$ cat config.mk
export PLATFORM = sky130hd
export DESIGN_NAME = ex_stage_flat
export DESIGN_NICKNAME = d
export VERILOG_FILES = /design/src/rtl/ex_stage_pkg.sv /design/src/rtl/id_stage_if.sv /design/src/rtl/ex_divider.sv /design/src/rtl/ex_stage.sv /design/src/flat_wrapper.sv
export SDC_FILE = /design/constraint.sdc
export NUM_CORES = 2
export LEC_CHECK = 0
export ABC_AREA = 0
export CORE_UTILIZATION = 31
export DETAILED_ROUTE_END_ITERATION = 10
export GPL_TIMING_DRIVEN = 0
export PLACE_DENSITY_LB_ADDON = 0.12
export REMOVE_ABC_BUFFERS = 1
export SETUP_SLACK_MARGIN = 0.5
export SLEW_MARGIN = 5
export SYNTH_ARGS = -nofsm -noshare
export SYNTH_HDL_FRONTEND = slang
export SYNTH_SLANG_ARGS = --single-unit
$ cat constraint.sdc
create_clock -name vclk -period 11.56
set_input_delay 1.734 -clock vclk [all_inputs]
set_output_delay 1.734 -clock vclk [all_outputs]
set_load 0.05 [all_outputs]
$ cat src/rtl/ex_stage_pkg.sv
// ex_stage_pkg: shared widths, ex_op encodings and divider state type for the execute stage.
package ex_stage_pkg;
   localparam int DATA_W   = 32;
   localparam int EX_OP_W  = 5;
   localparam int LSU_OP_W = 4;
   localparam int CSR_OP_W = 3;
   localparam logic [EX_OP_W-1:0] EX_OP_ADD   = 5'd0;
   localparam logic [EX_OP_W-1:0] EX_OP_SUB   = 5'd1;
   localparam logic [EX_OP_W-1:0] EX_OP_SLT   = 5'd2;
   localparam logic [EX_OP_W-1:0] EX_OP_SLTU  = 5'd3;
   localparam logic [EX_OP_W-1:0] EX_OP_AND   = 5'd4;
   localparam logic [EX_OP_W-1:0] EX_OP_OR    = 5'd5;
   localparam logic [EX_OP_W-1:0] EX_OP_NOR   = 5'd6;
   localparam logic [EX_OP_W-1:0] EX_OP_XOR   = 5'd7;
   localparam logic [EX_OP_W-1:0] EX_OP_SLL   = 5'd8;
   localparam logic [EX_OP_W-1:0] EX_OP_SRL   = 5'd9;
   localparam logic [EX_OP_W-1:0] EX_OP_SRA   = 5'd10;
   localparam logic [EX_OP_W-1:0] EX_OP_LUI   = 5'd11;
   localparam logic [EX_OP_W-1:0] EX_OP_MUL   = 5'd12;
   localparam logic [EX_OP_W-1:0] EX_OP_MULH  = 5'd13;
   localparam logic [EX_OP_W-1:0] EX_OP_MULHU = 5'd14;
   localparam logic [EX_OP_W-1:0] EX_OP_DIV   = 5'd15;
   localparam logic [EX_OP_W-1:0] EX_OP_MOD   = 5'd16;
   localparam logic [EX_OP_W-1:0] EX_OP_DIVU  = 5'd17;
   localparam logic [EX_OP_W-1:0] EX_OP_MODU  = 5'd18;
   typedef enum logic [1:0] {IDLE, BUSY, DONE} div_state_t;
   function automatic logic is_div(input logic [EX_OP_W-1:0] op);
      return op inside {EX_OP_DIV, EX_OP_MOD, EX_OP_DIVU, EX_OP_MODU};
   endfunction
endpackage

$ cat src/rtl/id_stage_if.sv
// id_stage_if: ID->EX register fields; i is the consumer view, o the producer view.
interface id_stage_if;
   import ex_stage_pkg::*;
   logic [31:0]         inst;
   logic [31:0]         pc;
   logic [DATA_W-1:0]   oprand1;
   logic [DATA_W-1:0]   oprand2;
   logic [EX_OP_W-1:0]  ex_op;
   logic [LSU_OP_W-1:0] lsu_op;
   logic [DATA_W-1:0]   lsu_data;
   logic [CSR_OP_W-1:0] csr_op;
   logic [4:0]          rw_addr;
   logic                rw_en;
   modport i (input inst, pc, oprand1, oprand2, ex_op, lsu_op, lsu_data, csr_op, rw_addr, rw_en);
   modport o (output inst, pc, oprand1, oprand2, ex_op, lsu_op, lsu_data, csr_op, rw_addr, rw_en);
endinterface

$ cat src/rtl/ex_divider.sv
// ex_divider: iterative restoring divider, one quotient bit per cycle on magnitudes, signs fixed at output.
module ex_divider
   import ex_stage_pkg::*;
(
   input  logic              clk,
   input  logic              rst,
   input  logic              flush,
   input  logic              start,
   input  logic              is_signed,
   input  logic              is_rem,
   input  logic              ack,
   input  logic [DATA_W-1:0] dividend,
   input  logic [DATA_W-1:0] divisor,
   output logic              busy,
   output logic              done,
   output logic [DATA_W-1:0] result
);
   localparam int CW = $clog2(DATA_W);
   div_state_t state, state_n;
   logic [DATA_W-1:0] quo, rem, dsr, a_abs, b_abs;
   logic [DATA_W:0]   trial;
   logic [CW-1:0]     count;
   logic              neg_q, neg_r, rem_op, fits, zero;
   assign a_abs = is_signed && dividend[DATA_W-1] ? -dividend : dividend;
   assign b_abs = is_signed && divisor[DATA_W-1] ? -divisor : divisor;
   assign zero  = divisor == '0;
   assign trial = {rem, quo[DATA_W-1]};
   assign fits  = trial >= {1'b0, dsr};
   always_comb begin
      state_n = state;
      if (flush)
         state_n = IDLE;
      else if (state == IDLE)
         state_n = start ? (zero ? DONE : BUSY) : IDLE;
      else if (state == BUSY)
         state_n = count == CW'(DATA_W-1) ? DONE : BUSY;
      else if (ack)
         state_n = IDLE;
   end
   always_ff @(posedge clk) begin
      if (rst) begin
         state  <= IDLE;
         quo    <= '0;
         rem    <= '0;
         dsr    <= '0;
         count  <= '0;
         neg_q  <= 1'b0;
         neg_r  <= 1'b0;
         rem_op <= 1'b0;
      end else begin
         state <= state_n;
         if (state == IDLE && start && !flush) begin
            // divide-by-zero preloads the final answer so DONE needs no special case
            quo    <= zero ? '1 : a_abs;
            rem    <= zero ? dividend : '0;
            dsr    <= b_abs;
            count  <= '0;
            neg_q  <= is_signed && !zero && (dividend[DATA_W-1] ^ divisor[DATA_W-1]);
            neg_r  <= is_signed && !zero && dividend[DATA_W-1];
            rem_op <= is_rem;
         end else if (state == BUSY) begin
            rem   <= fits ? trial[DATA_W-1:0] - dsr : trial[DATA_W-1:0];
            quo   <= {quo[DATA_W-2:0], fits};
            count <= count + 1'b1;
         end
      end
   end
   assign busy   = state == BUSY;
   assign done   = state == DONE;
   assign result = rem_op ? (neg_r ? -rem : rem) : (neg_q ? -quo : quo);
endmodule

$ cat src/rtl/ex_stage.sv
// ex_stage: execute stage with single-cycle ALU/MUL; EX_DIV_EN adds the iterative divider,
// otherwise divide ops finish in one cycle with a zero result.
module ex_stage
   import ex_stage_pkg::*;
(
   input  logic              clk,
   input  logic              rst,
   input  logic              ls_valid,
   output logic              ts_ready,
   input  logic              ns_ready,
   output logic              ts_valid,
   input  logic              stall,
   input  logic              flush,
   id_stage_if.i             id_info,
   output logic [DATA_W-1:0] ex_result,
   id_stage_if.o             ex_info
);
   localparam int SH_W = $clog2(DATA_W);
   logic [DATA_W-1:0] a, b, alu, mul_lo, mulh_s, mulh_u, unused_lo;
   logic [SH_W-1:0]   sh;
   logic              ack;
   assign a   = id_info.oprand1;
   assign b   = id_info.oprand2;
   assign sh  = b[SH_W-1:0];
   assign ack = ns_ready && !stall;
   assign {mulh_s, mul_lo}    = {{DATA_W{a[DATA_W-1]}}, a} * {{DATA_W{b[DATA_W-1]}}, b};
   assign {mulh_u, unused_lo} = {{DATA_W{1'b0}}, a} * {{DATA_W{1'b0}}, b};
   always_comb begin
      alu = '0;
      case (id_info.ex_op)
         EX_OP_ADD:   alu = a + b;
         EX_OP_SUB:   alu = a - b;
         EX_OP_SLT:   alu = {{(DATA_W-1){1'b0}}, $signed(a) < $signed(b)};
         EX_OP_SLTU:  alu = {{(DATA_W-1){1'b0}}, a < b};
         EX_OP_AND:   alu = a & b;
         EX_OP_OR:    alu = a | b;
         EX_OP_NOR:   alu = ~(a | b);
         EX_OP_XOR:   alu = a ^ b;
         EX_OP_SLL:   alu = a << sh;
         EX_OP_SRL:   alu = a >> sh;
         EX_OP_SRA:   alu = $signed(a) >>> sh;
         EX_OP_LUI:   alu = b;
         EX_OP_MUL:   alu = mul_lo;
         EX_OP_MULH:  alu = mulh_s;
         EX_OP_MULHU: alu = mulh_u;
         default:     alu = '0;
      endcase
   end
`ifdef EX_DIV_EN
   logic              div_op, busy, done;
   logic [DATA_W-1:0] div_res;
   assign div_op = ls_valid && is_div(id_info.ex_op);
   ex_divider u_div (
      .clk       (clk),
      .rst       (rst),
      .flush     (flush),
      .start     (div_op),
      .is_signed (id_info.ex_op == EX_OP_DIV || id_info.ex_op == EX_OP_MOD),
      .is_rem    (id_info.ex_op == EX_OP_MOD || id_info.ex_op == EX_OP_MODU),
      .ack       (ack),
      .dividend  (a),
      .divisor   (b),
      .busy      (busy),
      .done      (done),
      .result    (div_res)
   );
   // ID->EX holds the divide op until the result is handed on
   assign ts_valid  = ls_valid && !stall && !flush && (!div_op || done);
   assign ts_ready  = div_op ? (done && !busy && ack) : (!ls_valid || ack);
   assign ex_result = div_op ? div_res : alu;
`else
   logic unused_clk;
   assign unused_clk = clk ^ rst;
   assign ts_valid   = ls_valid && !stall && !flush;
   assign ts_ready   = !ls_valid || ack;
   assign ex_result  = alu;
`endif
   assign ex_info.inst     = id_info.inst;
   assign ex_info.pc       = id_info.pc;
   assign ex_info.oprand1  = id_info.oprand1;
   assign ex_info.oprand2  = id_info.oprand2;
   assign ex_info.ex_op    = id_info.ex_op;
   assign ex_info.lsu_op   = id_info.lsu_op;
   assign ex_info.lsu_data = id_info.lsu_data;
   assign ex_info.csr_op   = id_info.csr_op;
   assign ex_info.rw_addr  = id_info.rw_addr;
   assign ex_info.rw_en    = id_info.rw_en;
endmodule
$ cat src/flat_wrapper.sv
// flat-port wrapper written by rule: the top's interface ports become plain ports
module ex_stage_flat import ex_stage_pkg::*;
  (clk, rst, ls_valid, ts_ready, ns_ready, ts_valid, stall, flush, ex_result, id_info_inst, id_info_pc, id_info_oprand1, id_info_oprand2, id_info_ex_op, id_info_lsu_op, id_info_lsu_data, id_info_csr_op, id_info_rw_addr, id_info_rw_en, ex_info_inst, ex_info_pc, ex_info_oprand1, ex_info_oprand2, ex_info_ex_op, ex_info_lsu_op, ex_info_lsu_data, ex_info_csr_op, ex_info_rw_addr, ex_info_rw_en);
  id_stage_if id_info_i ();
  id_stage_if ex_info_i ();
  input  logic clk;
  input  logic rst;
  input  logic ls_valid;
  output logic ts_ready;
  input  logic ns_ready;
  output logic ts_valid;
  input  logic stall;
  input  logic flush;
  output logic [DATA_W-1:0] ex_result;
  input wire logic [$bits(id_info_i.inst)-1:0] id_info_inst;
  input wire logic [$bits(id_info_i.pc)-1:0] id_info_pc;
  input wire logic [$bits(id_info_i.oprand1)-1:0] id_info_oprand1;
  input wire logic [$bits(id_info_i.oprand2)-1:0] id_info_oprand2;
  input wire logic [$bits(id_info_i.ex_op)-1:0] id_info_ex_op;
  input wire logic [$bits(id_info_i.lsu_op)-1:0] id_info_lsu_op;
  input wire logic [$bits(id_info_i.lsu_data)-1:0] id_info_lsu_data;
  input wire logic [$bits(id_info_i.csr_op)-1:0] id_info_csr_op;
  input wire logic [$bits(id_info_i.rw_addr)-1:0] id_info_rw_addr;
  input wire logic [$bits(id_info_i.rw_en)-1:0] id_info_rw_en;
  output wire logic [$bits(ex_info_i.inst)-1:0] ex_info_inst;
  output wire logic [$bits(ex_info_i.pc)-1:0] ex_info_pc;
  output wire logic [$bits(ex_info_i.oprand1)-1:0] ex_info_oprand1;
  output wire logic [$bits(ex_info_i.oprand2)-1:0] ex_info_oprand2;
  output wire logic [$bits(ex_info_i.ex_op)-1:0] ex_info_ex_op;
  output wire logic [$bits(ex_info_i.lsu_op)-1:0] ex_info_lsu_op;
  output wire logic [$bits(ex_info_i.lsu_data)-1:0] ex_info_lsu_data;
  output wire logic [$bits(ex_info_i.csr_op)-1:0] ex_info_csr_op;
  output wire logic [$bits(ex_info_i.rw_addr)-1:0] ex_info_rw_addr;
  output wire logic [$bits(ex_info_i.rw_en)-1:0] ex_info_rw_en;
  assign id_info_i.inst = id_info_inst;
  assign id_info_i.pc = id_info_pc;
  assign id_info_i.oprand1 = id_info_oprand1;
  assign id_info_i.oprand2 = id_info_oprand2;
  assign id_info_i.ex_op = id_info_ex_op;
  assign id_info_i.lsu_op = id_info_lsu_op;
  assign id_info_i.lsu_data = id_info_lsu_data;
  assign id_info_i.csr_op = id_info_csr_op;
  assign id_info_i.rw_addr = id_info_rw_addr;
  assign id_info_i.rw_en = id_info_rw_en;
  assign ex_info_inst = ex_info_i.inst;
  assign ex_info_pc = ex_info_i.pc;
  assign ex_info_oprand1 = ex_info_i.oprand1;
  assign ex_info_oprand2 = ex_info_i.oprand2;
  assign ex_info_ex_op = ex_info_i.ex_op;
  assign ex_info_lsu_op = ex_info_i.lsu_op;
  assign ex_info_lsu_data = ex_info_i.lsu_data;
  assign ex_info_csr_op = ex_info_i.csr_op;
  assign ex_info_rw_addr = ex_info_i.rw_addr;
  assign ex_info_rw_en = ex_info_i.rw_en;
  ex_stage u_core (.clk(clk), .rst(rst), .ls_valid(ls_valid), .ts_ready(ts_ready), .ns_ready(ns_ready), .ts_valid(ts_valid), .stall(stall), .flush(flush), .id_info(id_info_i), .ex_result(ex_result), .ex_info(ex_info_i));
endmodule
==> metrics.yaml <==
run_status:
  status: "complete, but fails checks"
  violations: "setup timing"
detailed_routing:
  vias: 53000
  drt-initial-drc-count: 4731
  ant_nets: 0
  drt-pass1-iter-count: 9
  drc: 0
  routed_wl_um: 319000
  via_per_inst: 5.37
  wl_per_cell_um: 32.3
setup_path:
  critPathCaptureType: "primary output"
  arrival_ns: 9.86
  cp-start-kind: "input port"
  setup.worst_path.class: "input port to primary output"
  worstPathMaxFanout: 8
  worstPathRequired_ns: 9.83
job:
  cap_violations: 0
placement:
  dp.final_hpwl_um: 238000
  place_congestion: 0.992
  io_buffers: 176
sta:
  fin_crit_ns: 11.60
  final.setup.tns_ns: -0.0800
  timing.fmax_mhz: 86.2
  slew_headroom_pct: 10.8
  worstMarginPinSlew_ns: 1.32
  hold_violations: 0
  rsz0062_at_grt: "true"
  slew_violations: 0
  setup_viol: 4
  fin_crit_sh_pct: 100
  setup_ws_ns: -0.0366
yosys:
  syn_area_per_cell_um2: 8.58
  synth_top_family_by_area: "adder cells"
  synth.cell_area_um2: 60700
  synth_compound_area_share_pct: 10.4
  synth_mux_area_share_pct: 2.36
  synth_area_leader_cell: "fa_1"
  synth-xor-area-share_pct: 1.44
  ys_seq_area_share_pct: 0
  netlist_instances: 7081
  synth_commonest_cells: "inv_1 (1,657), fa_1 (1,473), nand2_1 (735)"
  synth_cell_type_count: 110
  synth-adder-area-share_pct: 58.5
  synth-simple-area-share_pct: 12.3
  ys_top_cells_by_area: "fa_1 (49%), inv_1 (10%), ha_1 (9.9%)"
  yosysMostFrequentCell: "inv_1"
  yosys_warnings: 0
  netlist.area_leader.share_pct: 48.5
cells_and_area:
  n_fill_cell: 20000
  nClkBuffers: 0
  layout.nets: 9396
  drive_gt1_share_pct: 17.1
  seq_cells: 0
  area_growth_pct: 22.0
  ff_latch_area_um2: 0
global_route:
  grt_first_pass_wirelength_um: 446000
  antenna_found_initial: 18
  grt_pass1_vias: 56400
  grt_overflow: 0
  grt_max_degree: 48
  track_usage_pct: 32.2
die:
  dieWidth_um: 445
  core-area_um2: 195000
  boundaryPins: 396
  rows: 162
  die-area_um2: 198000
  start_util_pct: 31.2
  dieHeight_um: 445
clock_tree:
  postCtsHoldBufs: 0
hold_path:
  min_path_type: "input port to primary output"
-- cell type report --
cell class	instances	area, um2	area share [%]
Timing Repair inverter	10	113	0.152
Timing Repair Buffer	687	8650	11.7
Tap cell	2624	3280	4.43
Antenna cell	4	10.0	0.0135
Inverter	1693	7330	9.89
Multi-Input combinational cell	4864	54700	73.9
-- what timing repair did --
item / 4_1_cts / 5_1_grt
cloned: 37 / 4
setup endpoints to repair: 32 / 32
pin swaps: 230 / 201
gates resized for setup: 1212 / 197
setup buffers: 324 / 85
-- critical path, stage by stage --
cell and delay [ns]:
buf_16 0.08, buf_16 0.16, inv_16 0.07, nor2_4 0.22, fa_1 0.49, fa_1 0.49
fa_2 0.78, clkinvlp_4 0.28, buf_4 0.19, buf_6 0.11, fa_1 0.49, inv_1 0.05
fa_1 0.47, fa_2 0.48, fa_1 0.41, fa_2 0.63, ha_4 0.23, a21oi_4 0.17
o21ai_4 0.10, a211oi_2 0.29, or2_4 0.27, a2111oi_4 0.07, buf_6 0.16, or3_4 0.40
xnor2_4 0.18, a221oi_4 0.33, nand3_4 0.20, buf_8 0.21
-- final timing paths --
check / start / to / cells past startpoint
setup / recovery: id_info_oprand1[31] / ex_result[24] / 28
hold / removal: id_info_inst[11] / ex_info_inst[11] / 0
-- metal layers --
layer | vias up | share of wire, % | global-route usage, %
met5 | - | 0.21 | 2.20
met4 | 20 | 5.5 | 12.7
met3 | 544 | 7.6 | 5.84
met2 | 2395 | 46 | 52.4
met1 | 28100 | 41 | 41.9
li1 | 22000 | - | -
-- cells in the final DEF, fill, tap and decap left out, drive strengths merged, types with 50 or more instances in the layout --
cell	count
a21oi	226
nor2	719
xnor2	68
inv	1655
a211oi	50
nand2	736
mux2i	61
clkdlybuf4s50	80
ha	483
o21ai	211
buf	579
nand3	70
nor3	53
a21o	67
fa	1473
-- through the flow --
| step | area (um2) | cells | utilization (%) | hold WS (ns) | setup slack (ns) |
|---|---|---|---|---|---|
| 3_3_place_gp | 63000 | 9357 | 32.4 | 3.47 | -9.83 |
| 6_report | 74100 | 9882 | 38.1 | 3.47 | -0.0366 |
| 4_1_cts | 72500 | 9789 | 37.2 | 3.47 | -0.156 |
| 3_5_place_dp | 64300 | 9428 | 33.0 | 3.47 | -4.35 |
| 5_1_grt | 74100 | 9878 | 38.1 | 3.47 | -0.165 |
| 2_1_floorplan | 58000 | 6557 | - | 3.47 | -0.860 |
-- kinds of logic (layout without fill, tap and decap cells) --
logic type      after synthesis  count (layout)
simple gates               1777            1777
fa+ha+maj                  1956            1956
mux                         104             104
compound gates              927             927
other cells                   0               4
xor+xnor                    100             100
buf+inv                    2217            2390
